File: config.mk
export PLATFORM = sky130hd
export DESIGN_NAME = serial_adder
export DESIGN_NICKNAME = d
export VERILOG_FILES = /design/src/rtl/arith_pkg.sv /design/src/rtl/full_adder.sv /design/src/rtl/serial_adder.sv
export SDC_FILE = /design/constraint.sdc
export NUM_CORES = 1
export LEC_CHECK = 0
export BUFFER_PORTS_ARGS = -buffer_cell sky130_fd_sc_hd__buf_2
export CORE_MARGIN = 4
export CORE_UTILIZATION = 40
export CTS_BUF_LIST = sky130_fd_sc_hd__clkbuf_4 sky130_fd_sc_hd__clkbuf_8
export CTS_CLUSTER_SIZE = 20
export DETAILED_ROUTE_END_ITERATION = 8
export GPL_TIMING_DRIVEN = 0
export PLACE_DENSITY_LB_ADDON = 0.05
export SLEW_MARGIN = 20
export SYNTH_ARGS = -nofsm -noshare
export SYNTH_HDL_FRONTEND = slang
export SYNTH_SLANG_ARGS = --single-unit
File: constraint.sdc
create_clock -name clk -period 1.4 [get_ports clk]
set_input_delay 0.07 -clock clk [delete_from_list [all_inputs] [get_ports clk]]
set_output_delay 0.07 -clock clk [all_outputs]
set_load 0.03 [all_outputs]
File: src/rtl/arith_pkg.sv
// Shared encodings for the sequential arithmetic library blocks.
package arith_pkg;

   typedef enum logic [1:0] {
      ST_IDLE = 2'd0,
      ST_RUN  = 2'd1,
      ST_DONE = 2'd2
   } state_e;

   localparam logic MODE_ADD = 1'b0;
   localparam logic MODE_SUB = 1'b1;

endpackage

File: src/rtl/full_adder.sv
// Combinational 1-bit full-adder cell.
module full_adder (
   input  logic A,
   input  logic B,
   input  logic Cin,
   output logic Sum,
   output logic Cout
);

   assign Sum  = A ^ B ^ Cin;
   assign Cout = (A & B) | (A & Cin) | (B & Cin);

endmodule

File: src/rtl/serial_adder.sv
// Bit-serial adder/subtractor: one full-adder cell and a carry flop process
// the operands LSB first over WIDTH cycles, with a Start/Busy/Done handshake.
//
// state   | meaning
// --------+---------------------------------------------------------
// ST_IDLE | waiting for Start; operands captured on acceptance
// ST_RUN  | one bit per edge; results latched on the last bit
// ST_DONE | one-cycle Done pulse, results valid
module serial_adder
   import arith_pkg::*;
#(
   parameter int WIDTH = 8
) (
   input  logic             clk,
   input  logic             rst,
   input  logic             Start,
   input  logic             Mode,
   input  logic [WIDTH-1:0] A,
   input  logic [WIDTH-1:0] B,
   output logic             Busy,
   output logic             Done,
   output logic [WIDTH-1:0] Sum,
   output logic             Cout,
   output logic             Overflow
);

   localparam int CW = (WIDTH > 1) ? $clog2(WIDTH) : 1;
   localparam logic [CW-1:0] LAST_BIT = CW'(WIDTH - 1);

   state_e           state_q, state_d;
   logic [CW-1:0]    cnt_q, cnt_d;
   logic             carry_q, carry_d;
   logic [WIDTH-1:0] sha_q, sha_d;
   logic [WIDTH-1:0] shb_q, shb_d;
   logic [WIDTH-1:0] shs_q, shs_d;
   logic [WIDTH-1:0] sum_q, sum_d;
   logic             cout_q, cout_d;
   logic             ovf_q, ovf_d;

   logic             fa_s, fa_c;
   logic [WIDTH-1:0] shs_next;

   full_adder u_fa (
      .A    (sha_q[0]),
      .B    (shb_q[0]),
      .Cin  (carry_q),
      .Sum  (fa_s),
      .Cout (fa_c)
   );

   // New sum bit enters at the MSB so the word is aligned after WIDTH shifts.
   generate
      if (WIDTH == 1) begin : g_shs_w1
         assign shs_next = fa_s;
      end else begin : g_shs_wn
         assign shs_next = {fa_s, shs_q[WIDTH-1:1]};
      end
   endgenerate

   always_comb begin
      state_d = state_q;
      cnt_d   = cnt_q;
      carry_d = carry_q;
      sha_d   = sha_q;
      shb_d   = shb_q;
      shs_d   = shs_q;
      sum_d   = sum_q;
      cout_d  = cout_q;
      ovf_d   = ovf_q;
      case (state_q)
         ST_IDLE: begin
            if (Start) begin
               sha_d   = A;
               shb_d   = (Mode == MODE_ADD) ? B : ~B;
               carry_d = (Mode == MODE_SUB);
               cnt_d   = '0;
               state_d = ST_RUN;
            end
         end
         ST_RUN: begin
            sha_d   = sha_q >> 1;
            shb_d   = shb_q >> 1;
            shs_d   = shs_next;
            carry_d = fa_c;
            if (cnt_q == LAST_BIT) begin
               // carry_q here is the carry into the MSB
               sum_d   = shs_next;
               cout_d  = fa_c;
               ovf_d   = carry_q ^ fa_c;
               state_d = ST_DONE;
            end else begin
               cnt_d = cnt_q + 1'b1;
            end
         end
         ST_DONE: state_d = ST_IDLE;
         default: state_d = ST_IDLE;
      endcase
   end

   always_ff @(posedge clk) begin
      if (rst) begin
         state_q <= ST_IDLE;
         cnt_q   <= '0;
         carry_q <= 1'b0;
         sha_q   <= '0;
         shb_q   <= '0;
         shs_q   <= '0;
         sum_q   <= '0;
         cout_q  <= 1'b0;
         ovf_q   <= 1'b0;
      end else begin
         state_q <= state_d;
         cnt_q   <= cnt_d;
         carry_q <= carry_d;
         sha_q   <= sha_d;
         shb_q   <= shb_d;
         shs_q   <= shs_d;
         sum_q   <= sum_d;
         cout_q  <= cout_d;
         ovf_q   <= ovf_d;
      end
   end

   assign Busy     = (state_q == ST_RUN) || (state_q == ST_DONE);
   assign Done     = (state_q == ST_DONE);
   assign Sum      = sum_q;
   assign Cout     = cout_q;
   assign Overflow = ovf_q;

endmodule

==> flow_summary.toml, run 1 <==
[status]
outcome = "complete, but fails checks"
violations = "setup timing"

[sta]
fin_worst_skew_ns = 0.00321
whs_ns = 0.0790
setup_viol = 21
relSlewSlack_pct = 59.4
tightestPinTransition_ns = 0.609
layout_setup_ws_ns = -0.102
clock.fmax_ghz = 0.666
finalCriticalPeriod_ns = 1.50
period_share_pct = 107
fin_tns_setup_ns = -1.58
rsz0062_at_grt = "yes"
drv_slew = 0
hold_viol_final = 0

[setup_path]
startpoint_type = "flip-flop"
end_kind = "flip-flop"
critPathBufInv = 3
arrival_ns = 1.67
reg2reg_depth = 7
worstPathRequired_ns = 1.56
r2r-start = "state_q[1]$_SDFFE_PP0P_"
timing.rr.end = "shb_q[2]$_SDFFE_PP0P_"
worst-path-stages = 7
slowest_delay_ns = 0.35
crit_chain = "inv_4 > ha_4 > buf_8 > mux2_4 > clkbuf_16 > o211ai_1 > a21oi_1"
critPathLaunch = "state_q[1]$_SDFFE_PP0P_"
critPathTopFamily = "buffers and inverters"
reg2reg_slack_ns = -0.10
criticalPathCategory = "flip-flop to flip-flop"
worstSetupEndpoint = "shb_q[2]$_SDFFE_PP0P_"
crit_slowest_cell = "dfxtp_2"
path_max_fanout = 5

[synthesis]
synthFlopType = "dfxtp_1"
synth_cell_types = 30
synth-async-reset-ratio_pct = 0
syn_nets = 224
yosysWarnings = 0
synth_area_per_cell_um2 = 9.09
synth_edf_count = 0
synth-seq-cells = 39
synth-seq-area-share_pct = 43.8
syn_inst = 196
syn_area_um2 = 1780

[pwr]
p_seq_share_pct = 39.5
total_leakage_power_nw = 1.07
power_density_nw_per_um2 = 1190
pwr-share-comb_pct = 30.1
p_switching_mw = 0.902
clock_power_share_pct = 30.3
p_int_mw = 2.28
swShare_pct = 28.3
ir_worst_vdd_mv = 0.574

[cts]
clock_latency_ns = 0.29
htreeDepth = 2
cts_buffer_depth = 2
cts_tree = "built"
cts-hold-fix-buffers = 0
root_buffer = "clkbuf_8"
cts.sink_count = 39
path_clk_slew_ns = 0.08
numCtsBuffers = 5

[final_layout]
final_common_cell = "dfxtp_1"
final_cell_area_um2 = 2680
drive_gt1_share_pct = 41.8
antenna_cells = 0
area_growth_pct = 50.4
utilization_pct = 62.0
nets = 278
regArea_um2 = 788
fillCellCount = 389
multi_input_area_um2 = 1170
layout.cells.non_filler = 303
mostFrequentLayoutCells = "dfxtp_1 (35), nand2_1 (30), buf_2 (30)"

[die]
initial_core_util_pct = 41.2
io_pins = 32
die_y_um = 74.7
num_rows = 24
die-area_um2 = 5590
die_w_um = 74.7
core-area_um2 = 4320

[global_route]
track_usage_pct = 17.1
grt-ovfl-total = 0
grt_pass1_wl_um = 7290
antenna_found_initial = 0
grt_pass1_vias = 1526
grt_max_degree = 13

[detailed_routing]
drc = 0
dr.pass1.iters = 4
routedWlPerCell_um = 14.9
avgViaCountPerCell = 5.12
vias = 1551
drtIter0Drc = 56
wl_um = 4530
detail-route-antenna-nets = 0

[place]
dp_hpwl_um = 2850
gp_congestion = 0.805
dp.cells = 278
placed_area_um2 = 2030
portBuffers = 30

[flow_run]
cap_viol_max_count = 0

[hold_path]
min_path_type = "input pin to flip-flop"
==> cells in the mapped netlist (2+ instances only) <==
master | instances | area share [%]
xor2_1 | 7 | 3.4
a21oi_1 | 20 | 5.6
buf_2 | 2 | 0.56
clkbuf_1 | 5 | 1.1
mux2i_1 | 15 | 8.4
dfxtp_1 | 39 | 44
o311ai_1 | 3 | 1.5
nand2b_1 | 9 | 3.2
o211ai_1 | 7 | 2.9
inv_1 | 3 | 0.63
ha_1 | 7 | 4.9
buf_4 | 4 | 1.7
nand2_1 | 31 | 6.5
a211oi_1 | 9 | 3.8
xnor2_1 | 2 | 0.98
o41ai_1 | 2 | 0.98
nor2_1 | 18 | 3.8
==> worst min path at each step <==
stage / slack, ns / depth (start not counted) / to / from
finish: 0.08 / 3 / sha_q[7]$_SDFFE_PP0P_ / A[7]
global route: 0.07 / 3 / sha_q[7]$_SDFFE_PP0P_ / A[7]
CTS: 0.07 / 3 / sha_q[7]$_SDFFE_PP0P_ / A[7]
detailed placement: 0.39 / 3 / sha_q[7]$_SDFFE_PP0P_ / A[7]
global placement: 0.37 / 3 / sha_q[7]$_SDFFE_PP0P_ / A[7]
floorplan: 0.23 / 2 / sha_q[7]$_SDFFE_PP0P_ / Start
==> final cells by class <==
| cell class | count | area share, % |
|---|---|---|
| multi-input cells | 142 | 43.8 |
| flip-flops and latches | 39 | 29.4 |
| repair buffers | 47 | 14.7 |
| plain buffers | 12 | 4.67 |
| clock buffers | 6 | 3.08 |
| well taps | 52 | 2.43 |
| clock inverters | 2 | 1.31 |
| inverters | 3 | 0.607 |
==> routing by layer <==
layer,track usage (%),up-vias,wire (um)
li1,-,783,-
met1,20.6,733,1830
met2,30.0,28,2450
met3,4.14,7,177
met4,5.34,0,63
met5,0,-,0
==> worst register-to-register path, delay by kind of cell, from the launching register on <==
family | cells | cell delay [ns]
flip-flops | 1 | 0.35
adder cells (fa/ha/maj) | 1 | 0.17
multiplexers | 1 | 0.34
buffers and inverters | 3 | 0.36
AO/OA/AOI/OAI | 2 | 0.16
==> power by group through the flow <==
stage	Combinational, mW	Clock, mW	Sequential (mW)
3_5_place_dp	0.562	0	1.26
5_1_grt	1.04	1.04	1.27
6_report	0.959	0.965	1.26
4_1_cts	0.797	1.00	1.24
2_1_floorplan	0.443	0	1.25
3_3_place_gp	0.539	0	1.26
==> through the flow <==
| stage | worst slack [ns] | total power, mW |
|---|---|---|
| final | -0.102 | 3.18 |
| after global routing | -0.160 | 3.35 |
| after CTS | -0.0854 | 3.04 |
| after detailed placement | -0.333 | 1.83 |
| after global placement | -0.281 | 1.80 |
| after floorplan | 0.00651 | 1.69 |
==> registers in the layout, indices dropped and copies added, names as in the netlist <==
signal	count
carry_q	1
shb_q	8
Overflow	1
Cout	1
sha_q	8
shs_q	7
Sum	8
cnt_q	3
state_q	2
==> cell families after synthesis <==
family | count (synthesis) | share of synthesized area [%]
adders and majority gates | 8 | 6.04
and+or+nand+nor | 64 | 15.7
muxes | 17 | 9.83
DFF | 39 | 43.8
xor gates and xnor gates | 9 | 4.42
AOI/OAI and AO/OA | 44 | 15.9
buffers and inverters | 15 | 4.21
==> repair_timing <==
action | CTS | global route
pin swaps | 16 | 12
setup buffers | 10 | 3
endpoints found under the setup margin | 31 | 31
hold endpoints to repair | 0 | 0
cloned | 2 | 2
resized for setup | 45 | 26
Note: power is estimated with default switching activity, not from simulation.
==> inputs of run 2 (changes only) <==
clock period = 1.8 ns   (was 1.4 ns; I/O delays follow)
==> run 2 against run 1 <==
The run now ends clean. Sequential power decreased by 24%. Clock-buffer cell count unchanged. Maximum frequency decreased by 13%. Combinational power decreased by 56%. Clock power decreased by 39%. Critical path type unchanged. Critical endpoint is now cnt_q[1]$_SDFFE_PP0P_. Largest cell class unchanged.
==> flow_summary.toml, run 2 (synthesis gave the netlist of run 1 again) <==
[status]
outcome = "complete, no violations"

[global_route]
grt_pass1_wl_um = 6420
track_usage_pct = 15.2
grt-ovfl-total = 0
grt_max_degree = 13
antenna_found_initial = 0
grt_pass1_vias = 1430

[cts]
cts_buffer_depth = 2
cts_tree = "built"
path_clk_slew_ns = 0.08
post_cts_buffers = 0
numCtsBuffers = 5
cts.sink_count = 39
htreeDepth = 2
clock_latency_ns = 0.29
cts-hold-fix-buffers = 0
root_buffer = "clkbuf_8"

[detailed_routing]
routedWlPerCell_um = 13.5
vias = 1453
dr.pass1.iters = 4
avgViaCountPerCell = 5.08
detail-route-antenna-nets = 0
drtIter0Drc = 62
wl_um = 3850
drc = 0

[hold_path]
worstHoldPathCells = 3
holdCritStartpoint = "A[7]"
min_path_type = "input pin to flip-flop"
holdPathEnd = "sha_q[7]$_SDFFE_PP0P_"

[setup_path]
crit_slowest_cell = "dfxtp_1"
reg2reg_depth = 7
timing.rr.end = "cnt_q[1]$_SDFFE_PP0P_"
path_max_fanout = 10
criticalPathCategory = "flip-flop to flip-flop"
critPathBufInv = 4
worstPathRequired_ns = 1.97
crit_chain = "inv_2 > ha_1 > clkbuf_4 > buf_6 > buf_4 > nand2_1 > o41ai_1"
arrival_ns = 1.90
end_kind = "flip-flop"
critPathTopFamily = "buffers and inverters"
r2r-start = "state_q[1]$_SDFFE_PP0P_"
startpoint_type = "flip-flop"
reg2reg_slack_ns = 0.07
slowest_delay_ns = 0.34

[pwr]
power_density_nw_per_um2 = 938
p_int_mw = 1.40
p_seq_share_pct = 48.7
p_switching_mw = 0.578
pwr-share-comb_pct = 21.4
swShare_pct = 29.3
ir_worst_vdd_mv = 0.528
clock_power_share_pct = 29.9
total_leakage_power_nw = 0.866

[sta]
finalCriticalPeriod_ns = 1.73
drv_slew = 0
layout_setup_ws_ns = 0.0693
period_share_pct = 96.1
fin_tns_setup_ns = 0
clock.fmax_ghz = 0.578
relSlewSlack_pct = 61.7
rsz0062_at_grt = "yes"
setup_viol = 0
fin_worst_skew_ns = 0.00269
hold_viol_final = 0
tightestPinTransition_ns = 0.563
whs_ns = 0.0945

[place]
dp_hpwl_um = 2810
gp_congestion = 0.776
place_ws_ns = -0.102
portBuffers = 30
dp.cells = 278
placed_area_um2 = 2000

[final_layout]
area_growth_pct = 18.3
mostFrequentLayoutCells = "dfxtp_1 (39), buf_2 (31), nand2_1 (30)"
final_common_cell = "dfxtp_1"
fillCellCount = 460
layout.cells.non_filler = 286
antenna_cells = 0
nets = 261
drive_gt1_share_pct = 21.8
final_cell_area_um2 = 2110

[die]
io_pins = 32
die-area_um2 = 5590
num_rows = 24
core-area_um2 = 4320
die_w_um = 74.7
initial_core_util_pct = 41.2
die_y_um = 74.7

[flow_run]
cap_viol_max_count = 0
[run 2: cell count changes in the layout (fill, tap and decap cells not counted), sizes merged]
cell / change
clkbuf: -1
bufinv: -1
buf: -16
clkinvlp: +1
[run 2: worst max-delay path by stage]
stage	startpoint	end	slack, ns	cells past startpoint
finish	state_q[1]$_SDFFE_PP0P_	cnt_q[1]$_SDFFE_PP0P_	0.07	7
global route	state_q[0]$_SDFFE_PP0P_	shb_q[7]$_SDFFE_PP0P_	-0.01	5
CTS	state_q[1]$_SDFFE_PP0P_	cnt_q[1]$_SDFFE_PP0P_	0.01	7
detailed placement	state_q[1]$_SDFFE_PP0P_	cnt_q[1]$_SDFFE_PP0P_	-0.10	6
global placement	state_q[1]$_SDFFE_PP0P_	cnt_q[2]$_SDFFE_PP0P_	0.04	6
floorplan	state_q[0]$_SDFFE_PP0P_	shb_q[5]$_SDFFE_PP0P_	0.29	6
[run 2: final cells by class]
class | count | area, um^2 | share of cell area, %
timing repair buffer | 30 | 150 | 7.13
inverter | 3 | 11.3 | 0.534
buffer | 12 | 71.3 | 3.38
clock buffer | 6 | 76.3 | 3.62
tap | 52 | 65.1 | 3.09
sequential | 39 | 781 | 37.1
multi-input combinational | 142 | 940 | 44.6
clock inverter | 2 | 12.5 | 0.594
[run 2: metrics by stage]
| stage | util [%] | total power, mW |
|---|---|---|
| finish | 48.7 | 1.98 |
| global route | 48.7 | 2.09 |
| CTS | 48.4 | 1.99 |
| detailed placement | 46.2 | 1.39 |
| global placement | 46.2 | 1.38 |
| floorplan | - | 1.29 |
[run 2: repair_timing]
action	4_1_cts	5_1_grt
resized for setup	2	7
gates cloned	0	0
endpoints found under the setup margin	2	23
[run 2: metal layers]
layer	track usage, %	up-vias	wire [um]
met2	25.1	26	1910
met3	4.41	8	146
met5	0	-	0
li1	-	747	-
met4	5.34	0	64
met1	19.0	672	1730
[run 2: worst reg2reg max path, stage by stage, from the launching register on]
cell,delay [ns]
dfxtp_1,0.34
inv_2,0.10
ha_1,0.21
clkbuf_4,0.23
buf_6,0.18
buf_4,0.19
nand2_1,0.07
o41ai_1,0.30
[run 2: power groups by stage]
stage / logic (mW) / clock network [mW] / registers (mW)
2_1_floorplan: 0.318 / 0 / 0.973
3_3_place_gp: 0.400 / 0 / 0.979
3_5_place_dp: 0.412 / 0 / 0.982
4_1_cts: 0.419 / 0.609 / 0.962
5_1_grt: 0.472 / 0.651 / 0.970
6_report: 0.424 / 0.590 / 0.962
